<file path="config.mk">
export PLATFORM = sky130hd
export DESIGN_NAME = pooling_param
export DESIGN_NICKNAME = d
export VERILOG_FILES = /design/src/rtl/pooling_param.sv
export SDC_FILE = /design/constraint.sdc
export NUM_CORES = 1
export LEC_CHECK = 0
export CORE_MARGIN = 2
export CORE_UTILIZATION = 40
export CTS_BUF_LIST = sky130_fd_sc_hd__clkbuf_2
export CTS_CLUSTER_DIAMETER = 30
export CTS_CLUSTER_SIZE = 40
export DETAILED_ROUTE_END_ITERATION = 10
export GPL_TIMING_DRIVEN = 0
export HOLD_SLACK_MARGIN = 0.12
export PLACE_DENSITY = 0.71
export SYNTH_ARGS = -nofsm -noshare
export SYNTH_HDL_FRONTEND = slang
export SYNTH_SLANG_ARGS = --single-unit
</file>
<file path="constraint.sdc">
create_clock -name clk -period 10.47 [get_ports clk]
set_clock_uncertainty 0.15 [all_clocks]
set_input_delay 2.094 -clock clk [delete_from_list [all_inputs] [get_ports clk]]
set_output_delay 2.094 -clock clk [all_outputs]
set_load 0.02 [all_outputs]
</file>
<file path="src/rtl/pooling_param.sv">
// pooling_param: 2x2 stride-2 max/average pooling over a raster pixel stream.
// A one-row line buffer holds horizontal pair results until the odd row completes each window.
module pooling_param #(
  parameter int DATA_W = 8,
  parameter int ADDR_W = 10,
  parameter int IMG_W  = 4,
  parameter int IMG_H  = 4,
  parameter bit SIGNED = 1
) (
  input  logic              clk,
  input  logic              rst,
  input  logic              mode_i,
  input  logic              act_valid_i,
  input  logic              act_last_i,
  input  logic [DATA_W-1:0] act_result_i,
  input  logic [ADDR_W-1:0] act_result_address_i,
  output logic [DATA_W-1:0] pool_result_o,
  output logic [ADDR_W-1:0] pool_result_address_o,
  output logic              pool_valid_o,
  output logic              pool_last_o,
  output logic              pool_err_o
);
  localparam int PW = DATA_W + 2;
  localparam int CW = IMG_W > 2 ? $clog2(IMG_W) : 1;
  localparam int RW = IMG_H > 2 ? $clog2(IMG_H) : 1;
  localparam int NB = IMG_W / 2;
  localparam int HW = NB > 1 ? $clog2(NB) : 1;

  function automatic logic [PW-1:0] ext(input logic [DATA_W-1:0] v);
    return SIGNED ? {{2{v[DATA_W-1]}}, v} : {2'b00, v};
  endfunction

  function automatic logic gt(input logic [PW-1:0] a, input logic [PW-1:0] b);
    return SIGNED ? ($signed(a) > $signed(b)) : (a > b);
  endfunction

  logic [CW-1:0]     col_q, col_d;
  logic [RW-1:0]     row_q, row_d;
  logic              mode_q, mode_d;
  logic [DATA_W-1:0] h_q, h_d;
  logic [PW-1:0]     buf_q [NB];
  logic [PW-1:0]     buf_d [NB];
  logic [DATA_W-1:0] res_q, res_d;
  logic [ADDR_W-1:0] addr_q, addr_d;
  logic              valid_q, valid_d, last_q, last_d, err_q, err_d;
  logic              end_col, end_row, fin, abort;
  logic [HW-1:0]     hc;
  logic [PW-1:0]     xe, he, p, b, s, avg, win;
  logic signed [PW-1:0] ss;
  logic              addr_unused;

  assign addr_unused = ^act_result_address_i;

  always_comb begin
    end_col = col_q == CW'(IMG_W - 1);
    end_row = row_q == RW'(IMG_H - 1);
    fin     = end_col && end_row;
    abort   = act_valid_i && act_last_i && !fin;
    hc      = HW'(col_q >> 1);
    xe      = ext(act_result_i);
    he      = ext(h_q);
    p       = mode_q ? he + xe : (gt(xe, he) ? xe : he);
    b       = buf_q[hc];
    s       = p + b;
    // Sum of four pixels always fits PW bits, so the shifted value fits DATA_W.
    ss      = $signed(s) >>> 2;
    avg     = SIGNED ? $unsigned(ss) : s >> 2;
    win     = mode_q ? avg : (gt(p, b) ? p : b);
  end

  always_comb begin
    col_d   = col_q;
    row_d   = row_q;
    h_d     = h_q;
    buf_d   = buf_q;
    res_d   = res_q;
    addr_d  = addr_q;
    valid_d = 1'b0;
    last_d  = 1'b0;
    err_d   = 1'b0;
    mode_d  = (act_valid_i && col_q == '0 && row_q == '0) ? mode_i : mode_q;
    if (act_valid_i && abort) begin
      col_d = '0;
      row_d = '0;
      err_d = 1'b1;
    end else if (act_valid_i) begin
      col_d = end_col ? '0 : col_q + CW'(1);
      row_d = end_col ? (end_row ? '0 : row_q + RW'(1)) : row_q;
      if (!col_q[0]) h_d = act_result_i;
      else if (!row_q[0]) buf_d[hc] = p;
      else begin
        valid_d = 1'b1;
        last_d  = fin;
        res_d   = win[DATA_W-1:0];
        addr_d  = ADDR_W'(32'(row_q >> 1) * (IMG_W / 2) + 32'(col_q >> 1));
      end
    end
  end

  always_ff @(posedge clk) begin
    if (!rst) begin
      col_q   <= '0;
      row_q   <= '0;
      mode_q  <= 1'b0;
      h_q     <= '0;
      res_q   <= '0;
      addr_q  <= '0;
      valid_q <= 1'b0;
      last_q  <= 1'b0;
      err_q   <= 1'b0;
    end else begin
      col_q   <= col_d;
      row_q   <= row_d;
      mode_q  <= mode_d;
      h_q     <= h_d;
      res_q   <= res_d;
      addr_q  <= addr_d;
      valid_q <= valid_d;
      last_q  <= last_d;
      err_q   <= err_d;
    end
  end

  // Line buffer is never cleared: each entry is rewritten on an even row before use.
  always_ff @(posedge clk) buf_q <= buf_d;

  assign pool_result_o         = res_q;
  assign pool_result_address_o = addr_q;
  assign pool_valid_o          = valid_q;
  assign pool_last_o           = last_q;
  assign pool_err_o            = err_q;
endmodule
</file>
==> impl_metrics.ini <==
[die]
die_w_um = 94.0
dieArea_um2 = 8830
num_rows = 32
initial_core_util = 0.417
chipHeight_um = 94.0
io_pins = 44
coreArea_um2 = 7770

[power]
ir_drop_mv = 0.0438
powerDensity_nw_per_um2 = 108
p_leak_nw = 1.48
power.total_mw = 0.395

[detailed_routing]
wl_per_cell_um = 14.1
wl_met3_um = 186
routed_wl_um = 7070
routed-wl-met2_um = 3390
first_pass_iters = 5
via_per_inst = 5.29
ant_nets = 0
drc = 0
first_iter_violations = 201
wl_met1_um = 3360
route.top_layer_used = met4
vias = 2654

[cells_and_area]
final_util = 0.472
nFillCells = 775
seq_area_um2 = 1060
n_antenna_cell = 0
area_growth_pct = 13.1
drive_gt1_frac = 0.0700
finalNonFillerCells = 502
multi_input_area_um2 = 1970
nNetsFinal = 461
finalInstanceArea_um2 = 3660

[placed_design]
hpwl_um = 5730
place_area_um2 = 3620
place_ws_ns = 3.39
numPortBuffers = 23
dpl.cell_count = 494
gp_congestion = 0.933

[clocking]
root_buffer = clkbuf_2
insertion_delay_ns = 0.42
cts_hold_buffers = 0
ctsResizeCount = 0
clkTransAtPathRegs_ns = 0.22
cts_setup_buffers = 0
clockBufferDepth = 2
h-tree-depth = 2
clock-sinks = 44
numCtsBuffers = 5
tritoncts = yes

[setup_path]
crit_path_end_kind = register
cp.required_ns = 10.68
crit_type = in2reg
critPathLaunchType = primary input
arrival_ns = 6.86
crit_fanout = 8

[logic_synthesis]
synthCells = 362
synth_common_cells = ha_1 (38), inv_1 (34), nor2_1 (32), dfxtp_1 (26), a21oi_1 (23)
synth_flop_cell = dfxtp_1
synth_largest_area_cell = edfxtp_1
syn_avg_cell_area_um2 = 8.95
post_synth_num_cell_types = 63
synth_edf_count = 18
ys_warn_count = 0
synth_top_cells_by_area = edfxtp_1 (17%), dfxtp_1 (16%), ha_1 (15%), mux2i_1 (5.3%), inv_1 (3.9%)
synth_area_um2 = 3240
synth.most_common_cell = ha_1
yosysTopAreaCellShare = 0.167
ys_seq_area_frac = 0.328
synthArstFlopShare = 0
ys_ff_latch = 44

[sta]
hold_viol = 0
setup_violations = 0
hold_ws_ns = 0.325
fin_crit_sh = 0.635
setup_ws_ns = 3.83
relSlewSlack = 0.181
rsz0062_at_grt = no
fin_crit_ns = 6.64
worstMarginPinSlew_ns = 1.22
fmax_mhz = 151
drv_slew = 0
finalSetupTns_ns = 0

[global_routing]
grt-ovfl-total = 0
grt_pass1_wl_um = 12000
grt_max_degree = 14
antenna_found_initial = 0
grt_pass1_vias = 2527
gr-usage-all-layers = 0.171

[hold_path]
hold_path.class = reg2reg

[run]
max_cap_viol_count = 0

[run_status]
outcome = completed
## sequential cells by signal, indices dropped and copies added, names as in the netlist
signal and count:
pool_valid_o 1, h_q 8, row_q 2, mode_q 1, pool_result_o 8, pool_err_o 1
col_q 2, pool_result_address_o 2, buf_q 18, pool_last_o 1
## path summary, 6_finish.rpt
kind                                                       startpoint  slack (ns)                                     to  cells past startpoint
worst max-delay path                                  act_result_i[7]        3.83          pool_result_o[3]$_SDFFE_PN0P_                     16
worst min-delay path            pool_result_address_o[1]$_SDFFE_PN0P_        0.32  pool_result_address_o[1]$_SDFFE_PN0P_                      2
worst max register to register                    h_q[7]$_SDFFE_PN0P_        5.54          pool_result_o[3]$_SDFFE_PN0P_                     16
worst min register to register  pool_result_address_o[1]$_SDFFE_PN0P_        0.32  pool_result_address_o[1]$_SDFFE_PN0P_                      2
## cell usage in the layout (no fill, tap or decap), types with 5 or more instances in the layout
cell type / n
clkdlybuf4s50_1: 23
nor3_1: 13
mux2i_1: 17
nor2b_1: 7
nand2_1: 17
nor2_1: 32
xnor2_1: 7
inv_1: 34
clkbuf_1: 9
nand2b_1: 5
a21oi_1: 23
conb_1: 8
dfxtp_1: 26
nand4_1: 5
buf_4: 8
edfxtp_1: 18
and3_1: 5
nand3_1: 13
ha_1: 38
clkbuf_2: 6
o21ai_0: 11
## worst max-delay path, cell delays in order
cell,delay [ns]
clkdlybuf4s50_1,0.48
ha_1,0.41
or3b_1,0.38
a221o_1,0.30
and3_4,0.18
buf_6,0.13
nor2_2,0.18
nor3_1,0.07
a311oi_1,0.58
ha_1,0.42
and4b_1,0.24
or3_1,0.31
a21o_1,0.23
and3_1,0.25
or4_1,0.44
a31oi_1,0.18
## layout make-up
type                    count  area share
plain buffers              19      0.0297
clock buffers               6     0.00820
clock inverters             2     0.00307
inverters                  34      0.0348
multi-input cells         272       0.537
flip-flops and latches     44       0.290
well taps                 102      0.0348
repair buffers             23      0.0628
## metal layers
metal | GRT usage | up-vias
met3 | 0.0225 | 13
met1 | 0.231 | 1239
met4 | 0.0543 | 0
met5 | 0 | -
li1 | - | 1360
met2 | 0.285 | 42
## cell families (layout without fill, tap and decap cells)
kind of cell / count (synthesis) / after routing / share of synthesized area
compound gates: 82 / 82 / 0.177
xor+xnor: 10 / 10 / 0.0270
fa+ha+maj: 39 / 39 / 0.153
buf+inv: 53 / 84 / 0.0730
flops: 44 / 44 / 0.328
mux: 20 / 20 / 0.0630
other cells: 1 / 8 / 0.00116
simple gates: 113 / 113 / 0.179
## power breakdown
part	internal [mW]	switching, mW
clock network	0.0166	0.0555
registers	0.184	0.00258
logic	0.0547	0.0814
total	0.256	0.139
Note: power is estimated with default switching activity, not from simulation.
